$ cat src/rtl/producto_bcd_pkg.sv
// Shared types and defaults for the product-to-BCD converter.
package producto_bcd_pkg;

    localparam int DEF_DW     = 8;
    localparam int DEF_PW     = 2 * DEF_DW;
    localparam int DEF_DIGITS = 5;

    typedef enum logic [1:0] {
        IDLE  = 2'd0,
        SHIFT = 2'd1,
        DONE  = 2'd2
    } conv_state_t;

    // Smallest digit count d with 10**d > 2**pw, so the largest input never overflows.
    function automatic int min_digits(input int pw);
        longint lim;
        longint pow10;
        int     d;
        lim   = longint'(1) << pw;
        pow10 = 10;
        d     = 1;
        while (pow10 <= lim) begin
            pow10 = pow10 * 10;
            d     = d + 1;
        end
        return d;
    endfunction

endpackage

$ cat src/rtl/bcd_digit_adj.sv
// Double-dabble digit correction: add 3 to a BCD digit of 5 or more before it is doubled.
module bcd_digit_adj (
    input  logic [3:0] digit,
    output logic [3:0] adjusted
);

    assign adjusted = (digit >= 4'd5) ? digit + 4'd3 : digit;

endmodule

$ cat src/rtl/producto_bcd_conv.sv
// Sequential shift-add-3 converter turning the multiplier's binary product into packed BCD
// plus a significant-digit count for the display.
module producto_bcd_conv
    import producto_bcd_pkg::*;
#(
    parameter int DW     = DEF_DW,
    parameter int PW     = 2 * DW,
    parameter int DIGITS = DEF_DIGITS
) (
    input  logic                         clk,
    input  logic                         rst,
    input  logic                         start,
    input  logic [PW-1:0]                product,
    output logic                         busy,
    output logic                         done,
    output logic [4*DIGITS-1:0]          bcd,
    output logic [$clog2(DIGITS+1)-1:0]  sig_digits
);

    localparam int SW = 4 * DIGITS;
    localparam int CW = $clog2(PW);
    localparam int GW = $clog2(DIGITS + 1);

    if (DIGITS < min_digits(PW)) begin : g_digits_check
        $error("producto_bcd_conv: DIGITS too small for PW-bit input");
    end

    conv_state_t   state_reg;
    logic [CW-1:0] cnt_reg;
    logic [PW-1:0] bin_sh_reg;
    logic [SW-1:0] scratch_reg;
    logic [SW-1:0] adj;
    logic [SW-1:0] bcd_reg;
    logic [GW-1:0] sig_reg;
    logic [GW-1:0] sig_next;
    logic          done_reg;

    for (genvar gi = 0; gi < DIGITS; gi++) begin : g_adj
        bcd_digit_adj u_adj (
            .digit    (scratch_reg[4*gi +: 4]),
            .adjusted (adj[4*gi +: 4])
        );
    end

    // Highest nonzero digit position + 1; an all-zero result still reports one digit.
    always_comb begin
        sig_next = GW'(1);
        for (int i = 0; i < DIGITS; i++) begin
            if (scratch_reg[4*i +: 4] != 4'd0) begin
                sig_next = GW'(i + 1);
            end
        end
    end

    always_ff @(posedge clk or negedge rst) begin
        if (!rst) begin
            state_reg   <= IDLE;
            cnt_reg     <= '0;
            bin_sh_reg  <= '0;
            scratch_reg <= '0;
            bcd_reg     <= '0;
            sig_reg     <= GW'(1);
            done_reg    <= 1'b0;
        end else begin
            done_reg <= (state_reg == DONE);
            case (state_reg)
                IDLE: begin
                    if (start) begin
                        bin_sh_reg  <= product;
                        scratch_reg <= '0;
                        cnt_reg     <= '0;
                        state_reg   <= SHIFT;
                    end
                end
                SHIFT: begin
                    // Correction feeds the shift in the same cycle, so digits never leave 0..9.
                    scratch_reg <= {adj[SW-2:0], bin_sh_reg[PW-1]};
                    bin_sh_reg  <= {bin_sh_reg[PW-2:0], 1'b0};
                    cnt_reg     <= cnt_reg + CW'(1);
                    if (cnt_reg == CW'(PW - 1)) begin
                        state_reg <= DONE;
                    end
                end
                DONE: begin
                    bcd_reg   <= scratch_reg;
                    sig_reg   <= sig_next;
                    state_reg <= IDLE;
                end
                default: state_reg <= IDLE;
            endcase
        end
    end

    assign busy       = (state_reg != IDLE);
    assign done       = done_reg;
    assign bcd        = bcd_reg;
    assign sig_digits = sig_reg;

endmodule

$ cat config.mk
export PLATFORM = sky130hd
export DESIGN_NAME = producto_bcd_conv
export DESIGN_NICKNAME = d
export VERILOG_FILES = /design/src/rtl/producto_bcd_pkg.sv /design/src/rtl/bcd_digit_adj.sv /design/src/rtl/producto_bcd_conv.sv
export SDC_FILE = /design/constraint.sdc
export NUM_CORES = 1
export LEC_CHECK = 0
export BUFFER_PORTS_ARGS = -buffer_cell sky130_fd_sc_hd__buf_2
export CORE_AREA = 2 2 63 124
export DETAILED_ROUTE_END_ITERATION = 8
export DIE_AREA = 0 0 65 126
export SYNTH_ARGS = -nofsm -noshare
export SYNTH_HDL_FRONTEND = slang
export SYNTH_HIERARCHICAL = 1
export SYNTH_SLANG_ARGS = --single-unit
$ cat constraint.sdc
create_clock -name clk -period 3.2 [get_ports clk]
set_input_delay 0.64 -clock clk [delete_from_list [all_inputs] [get_ports clk]]
set_output_delay 0.64 -clock clk [all_outputs]
set_load 0.01 [all_outputs]
==> impl_results.md, run 1 <==
- FF-to-FF path depth: 3
- Yosys warns: 6
- Fmax achieved: 447 MHz
- Share of cells above drive strength 1: 20.2%
- Pre-Repair DR Iteration Count: 4
- Die width: 65 um
- Io pins: 44
- Vias per cell: 5.11
- RD Place Congestion: 0.765
- Internal: 2.43 mW
- RSZ-0062 raised after global routing: false
- Worst-Margin Slew: 0.836 ns
- R2r endpoint: scratch_reg[3]$_DFFE_PN0P_
- DR iter-0 viols: 179
- WS Path Type: reg -> out
- Final setup vio count: 0
- NumNets Final: 397
- WHS: 0.419 ns
- Setup Buffers After CTS: 0
- Min Tclk post-route: 2.24 ns
- Gates resized, CTS repair: 0
- Detail Route Antenna Nets: 0
- Dpl cells: 448
- Worst EP required: 2.56 ns
- CTS H-tree lvls: 3
- Fill cells: 698
- FF-to-FF Start: state_reg[0]$_DFFE_PN0P_
- DRC: 0
- Synthesized Nets: 352
- Total track usage: 18.6%
- Clock root buffer master: clkbuf_16
- CP Launch Type: flip-flop
- Worst Setup End Kind: output pin
- Clock Pin Slew Worst Setup and Hold Paths: 0.05 ns
- First-pass GRT wire length: 11700 um
- Fraction of power consumed by sequential logic: 39.8%
- Grt total ovfl: 0
- Min-Delay Path Class: in -> async
- Die ar.: 8190 um2
- Fin cells: 464
- Pwr per Cell Area: 1020 nW/um2
- I/O Buffers: 43
- Dpl cell area: 3460 um2
- Crit-path max FO: 17
- CTS Hold Buffers Added: 0
- Switch Pwr: 1.38 mW
- Switching portion of total power: 36.2%
- Max Slew Vio Count: 0
- DP Wirelength: 4600 um
- LEAKAGE: 1.94 nW
- Vias in the first global route: 2406
- Num CTS Buffers: 9
- Max-cap violation count: 0
- Antenna Cells: 0
- Final hold violation count: 0
- Initial antenna violation count: 0
- WP data arrival: 1.60 ns
- Fin area: 3720 um2
- Final setup TNS: 0 ns
- Avg Cell Area, Syn: 9.81 um2
- Clock buffer depth: 2
- Final wirelength: 6580 um
- Reg2reg setup slack: 1.43 ns
- Via count: 2371
- Final Util: 51.6%
- Area grow syn2layout: 17.9%
- Row Count: 44
- Clock Latency Late Sink: 0.33 ns
- Clk network pwr share: 22.8%
- Outcome: finished, final reports clean
- Final period util: 69.9%
- Wire per inst: 14.2 um
- Peak VDD IR: 0.446 mV
- CTS tree: yes
- Cells after synthesis: 322
- Starting density of the core: 43.8%
- Final Skew: 0.00442 ns
- Worst slew margin: 44.3%
- Combinational power share: 37.4%
- Core area: 7210 um2
- Clk sinks: 66
- Largest net degree at the start of global routing: 37
- Die height: 126 um
- Post-synthesis cell area: 3160 um2
==> layer usage <==
metal  GRT usage, %  part of all wire, %  vias to the layer above
li1               -                    -                     1187
met2           32.4                   54                       45
met5              0                    0                        -
met3           5.09                  3.8                        8
met1           21.1                   41                     1131
met4           7.13                  1.6                        0
==> critical path: stages, from the launching register on <==
cell	delay (ns)
dfrtp_1	0.58
buf_4	0.28
or2_2	0.27
buf_2	0.14
==> cell type report <==
class                           instances  area, um2  area share (%)
Inverter                               13       48.8            1.31
Tap cell                               92        115            3.09
Clock inverter                          1       5.00           0.134
Multi-Input combinational cell        227       1370            36.6
Timing Repair Buffer                   50        280            7.52
Clock buffer                           15        258            6.92
Sequential cell                        66       1650            44.4
==> stage by stage <==
| step | power (mW) | setup slack, ns |
|---|---|---|
| 2_1_floorplan | 2.57 | 1.49 |
| 3_3_place_gp | 2.92 | 1.33 |
| 3_5_place_dp | 2.98 | 1.31 |
| 4_1_cts | 3.86 | 0.947 |
| 5_1_grt | 4.14 | 0.883 |
| 6_report | 3.80 | 0.964 |
==> placed cells by master, fill, tap and decap left out <==
cell type / n
dfrtp_1: 65
nand2_1: 96
a32o_1: 2
buf_4: 6
xnor2_1: 5
inv_1: 13
or4_1: 1
a22o_1: 21
a21oi_2: 5
dfstp_2: 1
nor2_1: 8
o21ai_0: 20
mux2i_1: 6
clkbuf_16: 9
a21oi_1: 8
buf_12: 1
buf_2: 43
nand3_1: 1
nor2_4: 1
a22oi_1: 10
mux2_2: 2
clkbuf_8: 1
a22o_2: 1
and4_1: 1
nand2b_2: 1
nor2b_1: 2
a41oi_1: 1
clkbuf_1: 5
nor4_1: 3
o21bai_4: 1
or4_4: 1
or2_2: 1
nand2b_1: 9
ha_1: 11
and3b_1: 5
o21ai_1: 4
clkinv_2: 1
==> power groups by stage <==
stage / Sequential (mW) / Combinational, mW / Clock [mW]
after detailed placement: 1.53 / 1.45 / 0
after floorplan: 1.46 / 1.11 / 0
after global placement: 1.52 / 1.40 / 0
after global routing: 1.57 / 1.64 / 0.928
final: 1.51 / 1.42 / 0.866
after CTS: 1.52 / 1.45 / 0.893
==> worst max-delay path by stage <==
stage                                        start  slack, ns  endpoint  cells after the start
after CTS                 state_reg[0]$_DFFE_PN0P_       0.95      busy                      3
final                     state_reg[0]$_DFFE_PN0P_       0.96      busy                      3
after detailed placement  state_reg[0]$_DFFE_PN0P_       1.31      busy                      3
after global routing      state_reg[0]$_DFFE_PN0P_       0.88      busy                      3
after global placement    state_reg[0]$_DFFE_PN0P_       1.33      busy                      3
after floorplan           state_reg[0]$_DFFE_PN0P_       1.49      busy                      3
(Power assumes the default switching activity.)
==> run 2: changes to the inputs <==
--- a/config.mk
+++ b/config.mk
@@ -9,6 +9,7 @@
 export CORE_AREA = 2 2 63 124
 export DETAILED_ROUTE_END_ITERATION = 8
 export DIE_AREA = 0 0 65 126
+export PLACE_DENSITY = 0.66
 export SYNTH_ARGS = -nofsm -noshare
 export SYNTH_HDL_FRONTEND = slang
 export SYNTH_HIERARCHICAL = 1
==> constraint.sdc (replaced) <==
create_clock -name clk -period 1.9 [get_ports clk]
set_input_delay 0.38 -clock clk [delete_from_list [all_inputs] [get_ports clk]]
set_output_delay 0.38 -clock clk [all_outputs]
set_load 0.01 [all_outputs]
==> run 2 against run 1 <==
Worst hold slack got worse by 0.40 ns. Sequential power increased by 64%. Clock skew increased by 0.00057 ns. Clock power increased by 82%. Wire length decreased by 1.4%. Die area unchanged. Via count increased by 3.1%. Critical endpoint unchanged. Largest power group unchanged.
==> impl_results.md, run 2 (synthesized netlist as in run 1, its figures left out) <==
- DP Wirelength: 4590 um (was 4600 um)
- Final period util: 91.5%
- Die ar.: 8190 um2 (unchanged)
- FF-to-FF Start: scratch_reg[12]$_DFFE_PN0P_ (was state_reg[0]$_DFFE_PN0P_)
- Worst-Margin Slew: 0.511 ns (was 0.836 ns)
- DR iter-0 viols: 109 (was 179)
- First-pass GRT wire length: 11300 um (was 11700 um)
- Worst Setup End Kind: output pin (unchanged)
- Final wirelength: 6480 um (was 6580 um)
- Most frequent cells in the layout: 96 x nand2_1, 65 x dfrtp_1, 43 x buf_2 (unchanged)
- CTS tree: yes (unchanged)
- Internal: 4.23 mW (was 2.43 mW)
- Final Skew: 0.00500 ns (was 0.00442 ns)
- Via count: 2444 (was 2371)
- Pwr per Cell Area: 1730 nW/um2 (was 1020 nW/um2)
- Clk sinks: 66 (unchanged)
- CTS H-tree lvls: 3 (unchanged)
- Die width: 65 um (unchanged)
- Reg2reg setup slack: 0.43 ns (was 1.43 ns)
- CTS Hold Buffers Added: 0 (unchanged)
- Gates resized, CTS repair: 0 (unchanged)
- Share of cells above drive strength 1: 22.0% (was 20.2%)
- Vias per cell: 5.21 (was 5.11)
- Starting density of the core: 43.8% (unchanged)
- Final setup TNS: 0 ns (unchanged)
- Vias in the first global route: 2506 (was 2406)
- Peak VDD IR: 0.966 mV (was 0.446 mV)
- Crit-path max FO: 26 (was 17)
- NumNets Final: 403 (was 397)
- Worst slew margin: 65.9% (was 44.3%)
- Detail Route Antenna Nets: 0 (unchanged)
- R2r endpoint: scratch_reg[16]$_DFFE_PN0P_ (was scratch_reg[3]$_DFFE_PN0P_)
- Max-cap violation count: 0 (unchanged)
- Max Slew Vio Count: 0 (unchanged)
- RD Place Congestion: 0.790 (was 0.765)
- Clock Latency Late Sink: 0.32 ns (was 0.33 ns)
- CP Launch Point: state_reg[0]$_DFFE_PN0P_ (unchanged)
- Clock buffer depth: 2 (unchanged)
- Clock Pin Slew Worst Setup and Hold Paths: 0.05 ns (about the same)
- Final setup vio count: 0 (unchanged)
- I/O Buffers: 43 (unchanged)
- Switching portion of total power: 35.4% (was 36.2%)
- Total track usage: 17.8% (was 18.6%)
- RSZ-0062 raised after global routing: false (unchanged)
- Fmax achieved: 575 MHz
- WHS: 0.0223 ns (was 0.419 ns)
- Combinational power share: 37.9% (was 37.4%)
- DRC: 0 (unchanged)
- FF-to-FF path depth: 6 (was 3)
- Switch Pwr: 2.32 mW (was 1.38 mW)
- Fill cells: 681 (was 698)
- Num CTS Buffers: 9 (unchanged)
- Final hold violation count: 0 (unchanged)
- Clk network pwr share: 24.1% (was 22.8%)
- Wire per inst: 13.8 um (was 14.2 um)
- Largest net degree at the start of global routing: 27 (was 37)
- Worst EP required: 1.52 ns (was 2.56 ns)
- Min-Delay Path Class: in -> async (unchanged)
- Pre-Repair DR Iteration Count: 4 (unchanged)
- Area of the multi-input gates: 1370 um2 (unchanged)
- Tot Pwr: 6.55 mW (was 3.80 mW)
- Die height: 126 um (unchanged)
- Crit path cell chain: buf_4 -> or2_2 -> buf_2 (unchanged)
- Grt total ovfl: 0 (unchanged)
- Clock root buffer master: clkbuf_16 (unchanged)
- Io pins: 44 (unchanged)
- Commonest non-fill, non-tap cell in the layout: nand2_1 (unchanged)
- Reg area: 1650 um2 (unchanged)
- Fraction of power consumed by sequential logic: 37.9% (was 39.8%)
- Min Tclk post-route: 1.74 ns
- Setup Buffers After CTS: 0 (unchanged)
- LEAKAGE: 1.98 nW (was 1.94 nW)
- Outcome: finished, final reports clean (unchanged)
- Initial antenna violation count: 0 (unchanged)
- Antenna Cells: 0 (unchanged)
- CP max stage cell: dfrtp_1 (unchanged)
- Row Count: 44 (unchanged)
- CP Launch Type: flip-flop (unchanged)
- WP data arrival: 1.36 ns (was 1.60 ns)
- WS Path Type: reg -> out (unchanged)
- Area grow syn2layout: 19.7% (was 17.9%)
- Core area: 7210 um2 (unchanged)
- Delay of the slowest cell on the worst path: 0.37 ns (was 0.58 ns)
## run 2: cell count changes in the layout (fill, tap and decap cells not counted)
cell,delta
bufinv_16,+1
buf_12,-1
clkinv_2,+1
clkbuf_1,-3
buf_4,+7
## run 2: per-stage QoR
| step | setup slack, ns | instances | utilization (%) | area (um2) |
|---|---|---|---|---|
| detailed placement | 0.437 | 454 | 48.5 | 3490 |
| CTS | 0.149 | 469 | 52.4 | 3780 |
| finish | 0.161 | 469 | 52.4 | 3780 |
| global route | 0.101 | 469 | 52.4 | 3780 |
| floorplan | 0.452 | 322 | - | 3160 |
| global placement | 0.457 | 454 | 48.5 | 3490 |
## run 2: metal layers
metal  up-vias  GRT usage (%)  share of wire (%)
met5         -              0                  0
met4         0           8.14                1.7
met3         7           4.64                4.2
met2        62           32.4                 55
met1      1177           18.5                 39
li1       1198              -                  -
## run 2: cell type report
class	instances	area share (%)
multi-input cells	227	36.1
well taps	92	3.04
clock inverters	3	1.06
flip-flops and latches	66	43.7
clock buffers	12	6.52
inverters	13	1.29
repair buffers	56	8.27
## run 2: worst max-delay path by stage
stage                            endpoint  slack (ns)  cells past startpoint
4_1_cts                              busy        0.15                      3
2_1_floorplan                        busy        0.45                      3
3_3_place_gp   scratch_reg[6]$_DFFE_PN0P_        0.46                      5
5_1_grt                              busy        0.10                      3
6_report                             busy        0.16                      3
3_5_place_dp   scratch_reg[9]$_DFFE_PN0P_        0.44                      6
## run 2: critical path, delay by kind of cell (launching register included)
family / cells / cell delay, ns
flip-flops: 1 / 0.37
buffers and inverters: 2 / 0.36
AND/OR/NAND/NOR: 1 / 0.30
## run 2: power by group through the flow
| stage | clock network [mW] | logic [mW] | registers (mW) |
|---|---|---|---|
| floorplan | 0 | 1.87 | 2.46 |
| global placement | 0 | 2.43 | 2.48 |
| detailed placement | 0 | 2.51 | 2.51 |
| CTS | 1.61 | 2.53 | 2.49 |
| global route | 1.67 | 2.82 | 2.58 |
| finish | 1.58 | 2.48 | 2.48 |
==> run 3: changes to the inputs <==
--- a/config.mk
+++ b/config.mk
@@ -6,10 +6,11 @@
 export NUM_CORES = 1
 export LEC_CHECK = 0
 export BUFFER_PORTS_ARGS = -buffer_cell sky130_fd_sc_hd__buf_2
-export CORE_AREA = 2 2 63 124
+export CORE_AREA = 2 2 59 117
 export DETAILED_ROUTE_END_ITERATION = 8
-export DIE_AREA = 0 0 65 126
-export PLACE_DENSITY = 0.66
+export DIE_AREA = 0 0 61 119
+export PLACE_DENSITY = 0.73
+export RECOVER_POWER = 25
 export SYNTH_ARGS = -nofsm -noshare
 export SYNTH_HDL_FRONTEND = slang
 export SYNTH_HIERARCHICAL = 1
==> run 3 against run 2 <==
Critical path depth did not move. Sequential cell count is the same. Core utilization rose by 6.6 points. Critical path type unchanged. Critical endpoint unchanged. Largest cell class unchanged.
==> impl_results.md, run 3 (synthesized netlist as in run 1, its figures left out) <==
- Clock Pin Slew Worst Setup and Hold Paths: 0.05 ns (about the same)
- Via count: 2422 (was 2444)
- CP Launch Type: flip-flop (unchanged)
- NumNets Final: 402 (was 403)
- RD Place Congestion: 0.786 (was 0.790)
- Outcome: finished, final reports clean (unchanged)
- WP data arrival: 1.45 ns (was 1.36 ns)
- Row Count: 42 (was 44)
- DRC: 0 (unchanged)
- Tot Pwr: 6.60 mW (was 6.55 mW)
- Min-Delay Path Class: in -> reg (was in -> async)
- Hold depth: 2
- CP max stage cell: dfrtp_1 (unchanged)
- First-pass GRT wire length: 11000 um (was 11300 um)
- Dpl ws: 0.212 ns (was 0.437 ns)
- Final setup vio count: 0 (unchanged)
- Detail Route Antenna Nets: 0 (unchanged)
- Fill cells: 555 (was 681)
- Clock Latency Late Sink: 0.33 ns (was 0.32 ns)
- Crit-path max FO: 22 (was 26)
- CTS tree: yes (unchanged)
- Max-cap violation count: 0 (unchanged)
- Starting density of the core: 48.9% (was 43.8%)
- Wire per inst: 13.4 um (was 13.8 um)
- LEAKAGE: 1.99 nW (was 1.98 nW)
- Family with the most delay on the worst path: flip-flops (unchanged)
- Worst slew margin: 34.3% (was 65.9%)
- Fmax achieved: 548 MHz (was 575 MHz)
- Hold Crit Start: product[0]
- Gates resized, CTS repair: 0 (unchanged)
- I/O Buffers: 43 (unchanged)
- Worst EP required: 1.52 ns (about the same)
- Commonest non-fill, non-tap cell in the layout: nand2_1 (unchanged)
- Max Slew Vio Count: 0 (unchanged)
- Final wirelength: 6210 um (was 6480 um)
- Most frequent cells in the layout: 96 x nand2_1, 65 x dfrtp_1, 42 x buf_2 (was 96 x nand2_1, 65 x dfrtp_1, 43 x buf_2)
- CTS H-tree lvls: 3 (unchanged)
- Final hold violation count: 0 (unchanged)
- Final Skew: 0.00705 ns (was 0.00500 ns)
- Die height: 119 um (was 126 um)
- Hold EP: bin_sh_reg[0]$_DFFE_PN0P_
- DP Wirelength: 4340 um (was 4590 um)
- FF-to-FF Start: state_reg[0]$_DFFE_PN0P_ (was scratch_reg[12]$_DFFE_PN0P_)
- Share of cells above drive strength 1: 22.0% (unchanged)
- R2r endpoint: cnt_reg[2]$_DFFE_PN0P_ (was scratch_reg[16]$_DFFE_PN0P_)
- Reg2reg setup slack: 0.27 ns (was 0.43 ns)
- Core area: 6460 um2 (was 7210 um2)
- Num CTS Buffers: 9 (unchanged)
- Peak VDD IR: 1.08 mV (was 0.966 mV)
- Antenna Cells: 0 (unchanged)
- Pre-Repair DR Iteration Count: 4 (unchanged)
- Final setup TNS: 0 ns (unchanged)
- Final period util: 96.1% (was 91.5%)
- DR iter-0 viols: 78 (was 109)
- Min Tclk post-route: 1.83 ns (was 1.74 ns)
- Grt total ovfl: 0 (unchanged)
- Pwr per Cell Area: 1730 nW/um2 (about the same)
- Worst setup margin: 0.0740 ns (was 0.161 ns)
- Clk sinks: 66 (unchanged)
- CTS Hold Buffers Added: 1 (was 0)
- Clock buffer depth: 2 (unchanged)
- Area grow syn2layout: 20.8% (was 19.7%)
- Vias per cell: 5.21 (about the same)
- Total track usage: 20.1% (was 17.8%)
- Clock root buffer master: clkbuf_16 (unchanged)
- Initial antenna violation count: 0 (unchanged)
- Largest net degree at the start of global routing: 42 (was 27)
- Vias in the first global route: 2493 (was 2506)
- Die ar.: 7260 um2 (was 8190 um2)
- WP buf/inv: 2 (unchanged)
- Worst Setup End Kind: output pin (unchanged)
- WS Path Type: reg -> out (unchanged)
- Die width: 61 um (was 65 um)
- Delay of the slowest cell on the worst path: 0.45 ns (was 0.37 ns)
- FF-to-FF path depth: 3 (was 6)
- RSZ-0062 raised after global routing: false (unchanged)
- Worst-Margin Slew: 0.985 ns (was 0.511 ns)
- Final Util: 59.0% (was 52.4%)
- Crit path cell chain: buf_4 -> or2_2 -> buf_2 (unchanged)
- Setup Buffers After CTS: 0 (unchanged)
- Io pins: 44 (unchanged)
-- run 3: changes by cell type in the layout (fill, tap and decap cells not counted), sizes merged --
cell / delta
buf: -3
clkinv: +1
dlygate4sd3: +1
clkinvlp: +1
-- run 3: worst register-to-register path, delay by kind of cell (launching register included) --
| family | cells | cell delay, ns |
|---|---|---|
| AOI/OAI and AO/OA | 2 | 0.89 |
| DFF | 1 | 0.45 |
| muxes | 1 | 0.21 |
-- run 3: metal layers --
metal / global-route usage (%) / wire length [um]
met3: 3.58 / 221
met5: 0 / 0
met2: 32.9 / 3200
met1: 24.1 / 2660
met4: 10.5 / 122
-- run 3: cell type report --
class	instances	area, um2	area share, %
sequential	66	1650	43.3
multi-input combinational	227	1370	35.8
timing repair buffer	55	332	8.69
clock buffer	11	253	6.63
tap	88	110	2.89
clock inverter	5	52.6	1.38
inverter	13	48.8	1.28
-- run 3: through the flow --
| step | hold WS [ns] | instance area (um2) | instances |
|---|---|---|---|
| floorplan | 0.0844 | 3160 | 322 |
| global placement | 0.321 | 3500 | 448 |
| detailed placement | 0.329 | 3500 | 448 |
| CTS | 0.284 | 3810 | 465 |
| global route | 0.305 | 3810 | 465 |
| finish | 0.296 | 3810 | 465 |
-- run 3: how the worst max path moves through the flow --
| stage | startpoint | to | slack, ns | depth (start not counted) |
|---|---|---|---|---|
| 5_1_grt | state_reg[0]$_DFFE_PN0P_ | busy | 0.04 | 3 |
| 6_report | state_reg[0]$_DFFE_PN0P_ | busy | 0.07 | 3 |
| 2_1_floorplan | state_reg[0]$_DFFE_PN0P_ | busy | 0.45 | 3 |
| 3_3_place_gp | start | cnt_reg[0]$_DFFE_PN0P_ | 0.31 | 3 |
| 3_5_place_dp | start | cnt_reg[2]$_DFFE_PN0P_ | 0.21 | 4 |
| 4_1_cts | state_reg[0]$_DFFE_PN0P_ | busy | 0.07 | 3 |
-- run 3: report_power, final --
part	internal, mW	total [mW]	switching, mW	leakage [nW]
Sequential	1.96	2.51	0.548	0.863
Clock	1.08	1.66	0.581	0.151
Combinational	1.21	2.43	1.22	0.971
